File: src/rtl/ioctl_uploader.sv
// ioctl_uploader: serves HPS ioctl upload reads for one ioctl_index from a
// byte-wide synchronous RAM. Byte 0 is prefetched when the session opens.
// A request that arrives while a fetch is still in flight is held in a
// one-deep pending slot. A further request while that slot is full is lost
// and raises the sticky overrun flag.
module ioctl_uploader #(
  parameter int          ADDR_W = 8,
  parameter logic [7:0]  INDEX  = 8'd4
) (
  input  logic              clk_sys,
  input  logic              reset,
  input  logic              ioctl_upload,
  input  logic [7:0]        ioctl_index,
  input  logic              ioctl_rd,
  input  logic [24:0]       ioctl_addr,
  output logic [7:0]        ioctl_din,
  output logic              ioctl_wait,
  output logic [ADDR_W-1:0] ram_addr,
  output logic              ram_rd,
  input  logic [7:0]        ram_dout,
  output logic              busy,
  output logic              done,
  output logic              overrun,
  output logic [ADDR_W:0]   byte_count
);

  typedef enum logic [1:0] {IDLE, ARMED, FETCH, LATCH} state_t;

  localparam logic [ADDR_W:0] COUNT_MAX = {1'b1, {ADDR_W{1'b0}}};

  state_t            state, state_nx;
  logic              session;
  logic              in_range;
  logic              pend_valid;
  logic              pend_oor;
  logic [ADDR_W-1:0] pend_addr;

  // Request serviced at this edge: the incoming one in ARMED, or in LATCH
  // the pending one (if any), otherwise the incoming one.
  logic              svc_valid;
  logic              svc_oor;
  logic [ADDR_W-1:0] svc_addr;

  assign session  = ioctl_upload && (ioctl_index == INDEX);
  assign in_range = (ioctl_addr >> ADDR_W) == 25'd0;
  assign ram_rd   = (state == FETCH);
  assign busy     = (state != IDLE);

  // Pick the request to be serviced at this edge.
  always_comb begin
    // NOTE: every always_comb output gets a default first so no path can leave it unassigned and infer a latch.
    svc_valid = 1'b0;
    svc_oor   = 1'b0;
    svc_addr  = ioctl_addr[ADDR_W-1:0];
    if (state == ARMED) begin
      svc_valid = ioctl_rd;
      svc_oor   = !in_range;
    end else if (state == LATCH) begin
      if (pend_valid) begin
        svc_valid = 1'b1;
        svc_oor   = pend_oor;
        svc_addr  = pend_addr;
      end else begin
        svc_valid = ioctl_rd;
        svc_oor   = !in_range;
      end
    end
  end

  // Next-state logic; losing the session aborts from any busy state.
  always_comb begin
    state_nx = state;
    case (state)
      IDLE:    if (session) state_nx = FETCH;
      ARMED:   if (!session) state_nx = IDLE;
               else if (svc_valid && !svc_oor) state_nx = FETCH;
      FETCH:   state_nx = session ? LATCH : IDLE;
      LATCH:   if (!session) state_nx = IDLE;
               else if (svc_valid && !svc_oor) state_nx = FETCH;
               else state_nx = ARMED;
      default: state_nx = IDLE;
    endcase
  end

  // State register.
  always_ff @(posedge clk_sys) begin
    // NOTE: sequential state uses non-blocking assignments so every register samples pre-edge values.
    if (reset) state <= IDLE;
    else       state <= state_nx;
  end

  // Datapath registers: returned byte, wait, RAM address, pending slot, status.
  always_ff @(posedge clk_sys) begin
    if (reset) begin
      ioctl_din  <= 8'h00;
      ioctl_wait <= 1'b0;
      ram_addr   <= '0;
      done       <= 1'b0;
      overrun    <= 1'b0;
      byte_count <= '0;
      pend_valid <= 1'b0;
      pend_oor   <= 1'b0;
      pend_addr  <= '0;
    end else begin
      done <= 1'b0;
      if (state == IDLE) begin
        if (session) begin
          ram_addr   <= '0;
          byte_count <= '0;
          overrun    <= 1'b0;
          ioctl_wait <= 1'b0;
          pend_valid <= 1'b0;
        end
      end else if (!session) begin
        ioctl_wait <= 1'b0;
        pend_valid <= 1'b0;
        done       <= 1'b1;
      end else begin
        if (state == LATCH) begin
          ioctl_din  <= ram_dout;
          ioctl_wait <= 1'b0;
          pend_valid <= 1'b0;
        end
        // Launch (or answer with 8'hFF) the request serviced at this edge.
        // A pending out-of-range request answers straight away, so it
        // replaces the byte just latched.
        if ((state == ARMED || state == LATCH) && svc_valid) begin
          if (byte_count != COUNT_MAX) byte_count <= byte_count + 1'b1;
          if (svc_oor) begin
            ioctl_din <= 8'hFF;
          end else begin
            ram_addr   <= svc_addr;
            ioctl_wait <= 1'b1;
          end
        end
        // Requests that arrive while a fetch is in flight go to the slot.
        // In LATCH an empty slot means the incoming request was serviced above.
        if ((state == FETCH || state == LATCH) && ioctl_rd) begin
          if (pend_valid) begin
            overrun <= 1'b1;
          end else if (state == FETCH) begin
            pend_valid <= 1'b1;
            pend_oor   <= !in_range;
            pend_addr  <= ioctl_addr[ADDR_W-1:0];
            ioctl_wait <= 1'b1;
          end
        end
      end
    end
  end

endmodule

File: config.mk
export PLATFORM = sky130hd
export DESIGN_NAME = ioctl_uploader
export DESIGN_NICKNAME = d
export VERILOG_FILES = /design/src/rtl/ioctl_uploader.sv
export SDC_FILE = /design/constraint.sdc
export NUM_CORES = 1
export LEC_CHECK = 0
export CAP_MARGIN = 20
export CORE_ASPECT_RATIO = 1.25
export CORE_MARGIN = 3
export CORE_UTILIZATION = 45
export DETAILED_ROUTE_END_ITERATION = 10
export PLACE_DENSITY = 0.87
export SYNTH_ARGS = -nofsm -noshare
export SYNTH_HDL_FRONTEND = slang
export SYNTH_SLANG_ARGS = --single-unit
File: constraint.sdc
create_clock -name clk_sys -period 4.7 [get_ports clk_sys]
set_clock_uncertainty 0.15 [all_clocks]
set_input_delay 1.175 -clock clk_sys [delete_from_list [all_inputs] [get_ports clk_sys]]
set_output_delay 1.175 -clock clk_sys [all_outputs]
set_load 0.01 [all_outputs]
==> metrics.csv <==
metric;value;unit
power.net_switching;126.7;uW
synthesis.nets;260;
reg2reg_slack;2.54;ns
design.die.area;5193;sq um
leakagePower;1.090;nW
period_minus_slack;3.311;ns
track_usage;20.31;%
post_cts_buffers;0;
r2r-end;pend_oor$_SDFFE_PP0P_;
synth_top_area_cell;dfxtp_1;
num_antenna_cells;0;
place_congestion;0.7975;
setup_tns;0;ns
critPathCaptureType;primary output;
fin_crit_sh;70.46;%
cp-start-kind;register;
p_clk_share;35.1;%
rows;26;
wire_per_inst;14.44;um
worstHoldPathCells;1;
dp_hpwl;3.754;mm
holdBufCountCts;0;
reg2reg_depth;4;
drcViolationCount;0;
grt_antenna_before_repair;0;
synth_edf_count;0;
power_frac_comb;8.6;%
cts_tree;done;
peakVddDrop;241.9;uV
worstReg2RegStart;state[1]$_SDFFE_PP0P_;
switching_share;21.06;%
setup_viol;0;
drt_iter0_markers;81;
yosys_most_used_dff;dfxtp_1;
grt_max_degree;25;
synth_area_leaders;dfxtp_1 41%, mux2i_1 7.1%, a21oi_1 4.3%;
cts.sinks;40;
cts_buffers;5;
status;finished, final reports clean;
max-clock-path-buffers;2;
synth_top_area_share;40.82;%
clkTransAtPathRegs;0.07;ns
dr.pass1.iters;4;
cp.arrival;1.99;ns
vias;1879;
mostFrequentLayoutCells;74 x clkdlybuf4s50_1, 40 x dfxtp_1, 20 x nor2_1;
postRouteAntennaNets;0;
total_power;601.7;uW
viasPerCell;5.543;
syn_avg_cell_area;9.211;sq um
p_seq_share;56.3;%
drv_cap;0;
overflow;0;
fillers;371;
ioPinCount;75;
routed_wl;4.895;mm
hold_class;register to register;
cts.htree.levels;2;
worstHoldEndpoint;ioctl_din[4]$_SDFFE_PP0P_;
final_common_cell;clkdlybuf4s50_1;
worst_slew_pin_slew;0.8639;ns
power.density;215.8;nW/um^2
post_cts_resized;0;
power.internal;475.0;uW
layout-drive-gt1-share;6.714;%
start_util;47.49;%
holdWs;0.3082;ns
yosysWarningCount;0;
maxSlewHeadroom;42.22;%
synthArstFlopShare;0;%
grt_pass1_wl;8.335;mm
die-width;65.06;um
finalHoldViolations;0;
synth_cells;213;
maxClockFrequency;302.0;MHz
seq_area_frac_synth;40.82;%
crit_required;3.38;ns
die_y;79.82;um
rsz0062_at_grt;false;
grt_pass1_vias;1878;
hold_path_startpoint;ioctl_din[4]$_SDFFE_PP0P_;
ys_seq_elements;40;
port_buffers;74;
core_region_area;4131;sq um
area_delta_synth_final;42.09;%
clk_latency;0.29;ns
root_buffer;clkbuf_8;
layout.nets;330;
crit_type;register to primary output;
critPathMaxFanout;18;
drv_slew;0;
syn_area;1962;sq um
ys_types;54;
## power by group through the flow
| stage | Sequential, mW | Clock [mW] | Combinational, mW |
|---|---|---|---|
| floorplan | 0.347 | 0 | 0.0102 |
| global placement | 0.347 | 0 | 0.0508 |
| detailed placement | 0.347 | 0 | 0.0516 |
| CTS | 0.339 | 0.218 | 0.0516 |
| global route | 0.339 | 0.235 | 0.0555 |
| finish | 0.339 | 0.211 | 0.0515 |
## metal layers
layer | track usage (%) | routed length (um) | vias to the layer above
li1 | - | - | 935
met1 | 22.42 | 1932 | 885
met2 | 37.87 | 2664 | 54
met3 | 4.930 | 239 | 5
met4 | 6.017 | 59 | 0
met5 | 0 | 0 | -
## registers in the layout, indices dropped and copies added, names as in the netlist
name and count:
byte_count 9, ioctl_din 8, pend_addr 8, ram_addr 8
state 2, done 1, ioctl_wait 1, overrun 1
pend_oor 1, pend_valid 1
## critical path, cell delays in order (launching register included)
cell and delay (ns):
dfxtp_1 0.48, nor2_2 0.49, inv_2 0.21, clkdlybuf4s50_1 0.52
## stage by stage
stage               util (%)  worst slack (ns)  area, sq um  std cells
floorplan                  -             2.098         1962        213
global route           67.47             1.288         2788        339
CTS                    67.47             1.400         2788        339
finish                 67.47             1.389         2788        339
detailed placement     65.60             1.155         2710        332
global placement       65.60             1.197         2710        332
## cell type report
type	instances	area [sq um]	share of cell area [%]
Inverter	5	18.77	0.6733
Clock inverter	1	5.005	0.1795
Clock buffer	6	72.57	2.603
Multi-Input combinational cell	156	1072	38.47
Timing Repair Buffer	75	748.2	26.84
Sequential cell	40	800.8	28.73
Tap cell	56	70.07	2.513
## worst max-delay path by stage
stage / start / end / slack, ns / cells after the start
3_3_place_gp: ioctl_index[1] / pend_oor$_SDFFE_PP0P_ / 1.20 / 7
2_1_floorplan: ioctl_addr[15] / ioctl_din[0]$_SDFFE_PP0P_ / 2.10 / 4
4_1_cts: state[1]$_SDFFE_PP0P_ / busy / 1.40 / 3
3_5_place_dp: ioctl_index[1] / pend_oor$_SDFFE_PP0P_ / 1.16 / 7
5_1_grt: ioctl_index[0] / pend_addr[3]$_SDFFE_PP0P_ / 1.29 / 7
6_report: state[1]$_SDFFE_PP0P_ / busy / 1.39 / 3
## kinds of logic after synthesis
group	synth area share, %
and+or+nand+nor	17.86
DFF	40.82
AOI/OAI and AO/OA	26.15
muxes	7.143
buffers and inverters	4.528
adders and majority gates	1.275
xor gates and xnor gates	2.233
## cells in the mapped netlist, drive strengths merged (3+ instances only)
library cell  instances
dfxtp                40
nor2                 21
a21oi                18
o21ai                17
mux2i                14
a21o                  9
buf                   7
a211oi                6
clkbuf                5
inv                   5
nor3                  5
o2bb2ai               5
and3                  4
nand2                 4
nand4                 4
nor4                  4
a311oi                3
a31oi                 3
nand4b                3
nor2b                 3
o21a                  3
or3                   3
xnor2                 3
Power figures use the tool's default switching activity.
==> edit 1, RTL diff (config.mk and constraints unchanged) <==
Re-encode `state_t` (4 states) as one-hot, 4 bits wide.
--- a/src/rtl/ioctl_uploader.sv
+++ b/src/rtl/ioctl_uploader.sv
@@ -24,7 +24,7 @@
   output logic [ADDR_W:0]   byte_count
 );
 
-  typedef enum logic [1:0] {IDLE, ARMED, FETCH, LATCH} state_t;
+  typedef enum logic [3:0] {IDLE = 4'b0001, ARMED = 4'b0010, FETCH = 4'b0100, LATCH = 4'b1000} state_t;
 
   localparam logic [ADDR_W:0] COUNT_MAX = {1'b1, {ADDR_W{1'b0}}};
 
Behaviour: same outputs for any inputs over 4 cycles, from zero or initial values and one cycle with reset high; so few cycles prove little.
==> edit 1 against the original RTL <==
  * First-iteration DRC count increased by 25%
  * Maximum frequency decreased by 1.1%
  * Register-to-register slack got worse by 0.23 ns
  * Largest cell class unchanged
  * Synthesized cell count increased by 2.8%
  * Sequential cell count increased by 2
  * Wire length increased by 2.8%
  * Combinational power decreased by 3%
  * Critical endpoint is now byte_count[7]
  * Synthesized area increased by 1.0%
  * Sequential power increased by 5%
  * Worst setup slack got worse by 0.036 ns
  * Final area increased by 1.4%
  * Total power increased by 8.2%
  * Final cell count increased by 2.7%
  * Via count decreased by 0.90%
==> edit 1: results (changes against the original RTL) <==
Detailed routing:
- The post-route met1 wirelength is 2020 µm (was 1930 µm).
- The met2 layer wire length in the routed design is 2690 µm (was 2660 µm).
- The iteration-0 DRC count of the detailed router came to 101 (was 81).
- The number of detailed-route iterations in the first pass came to 4 (unchanged).
- The average wire length per cell after detail routing is 14.5 µm (was 14.4 µm).
- The number of vias in the routed layout was 1,862 (was 1,879).

GRT:
- The pin count of the biggest net entering global routing came to 35 (was 25).
- The initial antenna violation count is 0 (unchanged).
- The met1 routing resource usage after global routing was 0.228 (was 0.224).
- The fraction of met3 tracks used by global routing is 0.0671 (was 0.0493).
- The met2 track demand over resource in global routing is 0.370 (was 0.379).
- The global-route usage over all layers is 0.207 (was 0.203).
- The first-pass GRT wire length is 8400 µm (was 8340 µm).

Place:
- The worst-case setup slack after placement came to 1.02 ns (was 1.16 ns).
- The post-DP HPWL was 3890 µm (was 3750 µm).
- The final weighted congestion of routability-driven global placement was 0.839 (was 0.798).
- The post-placement cell area is 2730 µm² (was 2710 µm²).

Yosys:
- The sequential area share after synthesis came to 0.424 (was 0.408).
- The share of the synthesized area in compound gates (AO/OA/AOI/OAI) was 0.162 (was 0.261).
- The post-synthesis mux area share is 0.126 (was 0.0714).
- The number of different library cells in the post-synthesis netlist is 44 (was 54).
- The area share of fa/ha/maj cells after synthesis is 0.0126 (was 0.0128).
- The net count after synthesis is 266 (was 260).
- Top post-synthesis cells by count: dfxtp_1 (42), nor2_1 (28), mux2i_1 (25) (was dfxtp_1 (40), nor2_1 (20), a21oi_1 (17)).
- Area contributors post-synth: dfxtp_1 (42%), mux2i_1 (13%), nor2_1 (5.3%) (was dfxtp_1 (41%), mux2i_1 (7.1%), a21oi_1 (4.3%)).
- The synthesized-area fraction occupied by xor and xnor cells is 0.0177 (was 0.0223).

Critical path:
- The maximum fanout count along the critical path was 12 (was 18).
- The largest delay contributor family on the critical path was simple AND/OR/NAND/NOR gates (was buffers and inverters).
- The arrival time at the worst endpoint is 3.43 ns (was 1.99 ns).
- The cell with the largest stage delay on the worst path was or4_1 (was clkdlybuf4s50_1).
- The biggest cell delay along the critical path is 0.50 ns (was 0.52 ns).

Status:
- Outcome: finished, final reports clean (unchanged).

Min path:
- The type of the worst min-delay path is register to register (unchanged).

Finish:
- The number of nets in the final layout is 338 (was 330).
- The share of cells above drive strength 1 was 0.0411 (was 0.0671).
- The layout filler cell count is 363 (was 371).

Power and ir drop:
- The highest ir drop seen on vdd is 0.210 mV (was 0.242 mV).
- The cell leakage power is 1.14 nW (was 1.09 nW).

STA:
- The max-slew violation count is 0 (unchanged).
- The slew at the pin with the worst max-slew slack is 0.725 ns (was 0.864 ns).

Clock network:
- The clock input transition at the sequential cells of the worst setup and hold paths is 0.09 ns (was 0.07 ns).
- The post-CTS resize count was 0 (unchanged).
==> edit 1: worst paths after layout <==
kind | to | startpoint | slack, ns | cells past startpoint
worst min-delay path | ram_addr[3] | ram_addr[3] | 0.34 | 2
worst max register to register | pend_addr[6] | state[2] | 2.31 | 4
worst max-delay path | byte_count[7] | ioctl_index[5] | 1.35 | 6
worst min register to register | ram_addr[3] | ram_addr[3] | 0.34 | 2
==> edit 1: layout make-up <==
| type | count | share of cell area |
|---|---|---|
| clock buffers | 5 | 0.0243 |
| inverters | 15 | 0.0199 |
| flip-flops and latches | 42 | 0.297 |
| clock inverters | 3 | 0.00885 |
| repair buffers | 75 | 0.265 |
| multi-input cells | 152 | 0.360 |
| well taps | 56 | 0.0248 |
==> edit 1: power groups by stage <==
| stage | clock network [mW] | logic (mW) | registers, mW |
|---|---|---|---|
| after global placement | 0 | 0.0495 | 0.364 |
| after detailed placement | 0 | 0.0504 | 0.364 |
| after floorplan | 0 | 0.0105 | 0.364 |
| after global routing | 0.268 | 0.0537 | 0.356 |
| after CTS | 0.250 | 0.0504 | 0.356 |
| final | 0.246 | 0.0501 | 0.355 |
==> edit 1: cell families (layout without fill, tap and decap cells) <==
family	after synthesis	in the layout
fa+ha+maj	2	2
xor+xnor	4	4
buf+inv	25	98
compound gates	47	47
simple gates	74	74
mux	25	25
flops	42	42
==> edit 1: through the flow <==
stage | std cells | hold slack (ns)
3_5_place_dp | 340 | 0.319
3_3_place_gp | 340 | 0.305
4_1_cts | 348 | 0.337
6_report | 348 | 0.340
5_1_grt | 348 | 0.357
2_1_floorplan | 219 | 0.305
==> edit 1: worst min-delay path: stages (launching register included) <==
cell     delay, ns
dfxtp_1       0.32
inv_1         0.05
o32ai_1       0.07
==> edit 2, RTL diff (same settings) <==
Without the edit above. Change the parameter `ADDR_W` from 8 to 9.
--- a/src/rtl/ioctl_uploader.sv
+++ b/src/rtl/ioctl_uploader.sv
@@ -4,7 +4,7 @@
 // one-deep pending slot. A further request while that slot is full is lost
 // and raises the sticky overrun flag.
 module ioctl_uploader #(
-  parameter int          ADDR_W = 8,
+  parameter int          ADDR_W = 9,
   parameter logic [7:0]  INDEX  = 8'd4
 ) (
   input  logic              clk_sys,
Ports: changed (resized byte_count and ram_addr); port bits go from 75 to 77. No check against the original RTL was run, so the function may have changed too.
==> edit 2 against the original RTL <==
  * Die area grew 6.2%
  * Sequential share of layout area grew 0.21 points
  * Sequential cell count grew 3
  * Total power grew 19%
  * Final area grew 6.7%
  * Synthesized area grew 6.8%
  * Global-route usage grew 1.1 points
  * Worst setup slack lost 0.0057 ns
  * Register-to-register slack lost 0.12 ns
  * Wire length grew 13%
  * Highest routed layer unchanged
==> edit 2: results (changes against the original RTL) <==
Status:
- Outcome: finished, final reports clean (unchanged).

Detailed routing:
- The routed via count divided by cell count was 5.54 (about the same).
- The iteration-0 DRC count of the detailed router is 152 (was 81).
- The average wire length per cell after detail routing is 15.0 µm (was 14.4 µm).
- The number of detailed-route iterations in the first pass is 4 (unchanged).

Place:
- The count of buffers inserted at the top-level ports is 76 (was 74).
- The final weighted congestion of routability-driven global placement is 0.794 (was 0.798).
- The post-placement cell area came to 2850 µm² (was 2710 µm²).
- The post-DP HPWL is 3950 µm (was 3750 µm).

Yosys:
- The mean cell area of the mapped netlist is 8.73 µm² (was 9.21 µm²).
- The number of different library cells in the post-synthesis netlist was 43 (was 54).
- The sequential area share after synthesis was 0.411 (was 0.408).
- Top post-synthesis cells by count: dfxtp_1 (43), a21oi_1 (24), nand2_1 (16) (was dfxtp_1 (40), nor2_1 (20), a21oi_1 (17)).
- The net count after synthesis came to 287 (was 260).
- Area contributors post-synth: dfxtp_1 (41%), a21oi_1 (5.7%), a221o_1 (3.8%) (was dfxtp_1 (41%), mux2i_1 (7.1%), a21oi_1 (4.3%)).
- The count of warnings emitted by yosys is 0 (unchanged).

GRT:
- The fraction of met3 tracks used by global routing was 0.0501 (was 0.0493).
- The pin count of the biggest net entering global routing is 26 (was 25).
- The via count of the first global-routing pass is 1,959 (was 1,878).
- The met2 track demand over resource in global routing is 0.360 (was 0.379).
- The first-pass GRT wire length was 9110 µm (was 8340 µm).
- The global-route usage over all layers was 0.214 (was 0.203).
- The met1 routing resource usage after global routing was 0.270 (was 0.224).

Power and ir drop:
- The highest ir drop seen on vdd came to 0.162 mV (was 0.242 mV).
- The cell leakage power is 1.02 nW (was 1.09 nW).

Finish:
- The layout filler cell count came to 367 (was 371).
- The number of nets in the final layout is 356 (was 330).
- The share of cells above drive strength 1 is 0.0677 (was 0.0671).
- The number of standard cells in the layout, taps in and fillers out is 368 (was 339).

Critical path:
- The worst-case register-to-register setup slack is 2.42 ns (was 2.54 ns).
- The cell with the largest stage delay on the worst path was and3_1 (was clkdlybuf4s50_1).
- The depth of the most critical reg-to-reg path was 5 (was 4).
- The worst flop-to-flop path startpoint is state[0] (was state[1]).
- The biggest cell delay along the critical path is 0.45 ns (was 0.52 ns).
- The capture instance of the worst register-to-register path is byte_count[1] (was pend_oor).
- The maximum fanout count along the critical path is 21 (was 18).
- The largest delay contributor family on the critical path is simple AND/OR/NAND/NOR gates (was buffers and inverters).

Min path:
- The origin of the worst min-delay path is pend_addr[7] (was ioctl_din[4]).
- The instance count along the most critical hold path came to 2 (was 1).
- The endpoint of the worst hold path is pend_addr[7] (was ioctl_din[4]).

STA:
- The worst-case headroom to the max-slew limit is 0.561 (was 0.422).

Clock network:
- The cell chosen for the clock root is clkbuf_8 (unchanged).
==> edit 2: changes by cell type in the layout (fill, tap and decap cells not counted), moves of 5 or more <==
cell       unedited run  this run
mux2i_1              14         0
nand2_1               4        16
nand3_1               2        13
a21o_1                9         0
a221o_1               0         8
a22o_1                0         8
a22oi_1               1         9
nor2_1               20        12
a21oi_1              17        24
or3_1                 3        10
a211oi_1              6         0
nand4_1               4        10
xor2_1                2         8
o2bb2ai_1             5         0
==> edit 2: final cells by class <==
type                       count  area [µm²]  area share
multi-input combinational    173        1110       0.375
clock inverter                 2        35.0      0.0118
inverter                       7        26.3     0.00883
tap                           58        72.6      0.0244
timing repair buffer          79         783       0.263
sequential                    43         861       0.289
clock buffer                   6        82.6      0.0278
==> edit 2: worst max path at each step <==
| stage | from | endpoint | slack (ns) | depth (start not counted) |
|---|---|---|---|---|
| after global routing | ioctl_index[5] | ram_addr[0] | 1.18 | 7 |
| after detailed placement | ioctl_addr[12] | ioctl_din[3] | 0.94 | 6 |
| after floorplan | ioctl_index[5] | ram_addr[5] | 2.09 | 7 |
| final | ioctl_index[5] | ram_addr[0] | 1.38 | 7 |
| after CTS | ioctl_addr[10] | ioctl_din[3] | 1.26 | 6 |
| after global placement | ioctl_addr[10] | ioctl_din[6] | 1.04 | 6 |
==> edit 2: through the flow <==
step	worst slack (ns)	hold WS, ns
after floorplan	2.09	0.286
after global placement	1.04	0.291
after detailed placement	0.936	0.298
after CTS	1.26	0.308
after global routing	1.18	0.329
final	1.38	0.308
==> edit 2: layer usage <==
layer / part of all wire / up-vias
li1: - / 1024
met1: 0.41 / 950
met2: 0.53 / 58
met3: 0.042 / 8
met4: 0.015 / 0
met5: 0 / -
==> edit 2: worst min-delay path, delay by kind of cell (launching register included) <==
kind	cells	cell delay, ns
compound gates	1	0.05
flops	1	0.31
simple gates	1	0.05
==> edit 2: power breakdown <==
group          switching [mW]  internal, mW
clock network           0.126         0.172
logic                  0.0177        0.0375
registers           0.0000349         0.364
==> edit 2: cells by family after synthesis <==
family          Yosys count  share of synthesized area
compound gates           71                      0.232
xor+xnor                  9                     0.0376
fa+ha+maj                 2                     0.0119
buf+inv                  24                     0.0567
flops                    43                      0.411
simple gates             91                      0.250
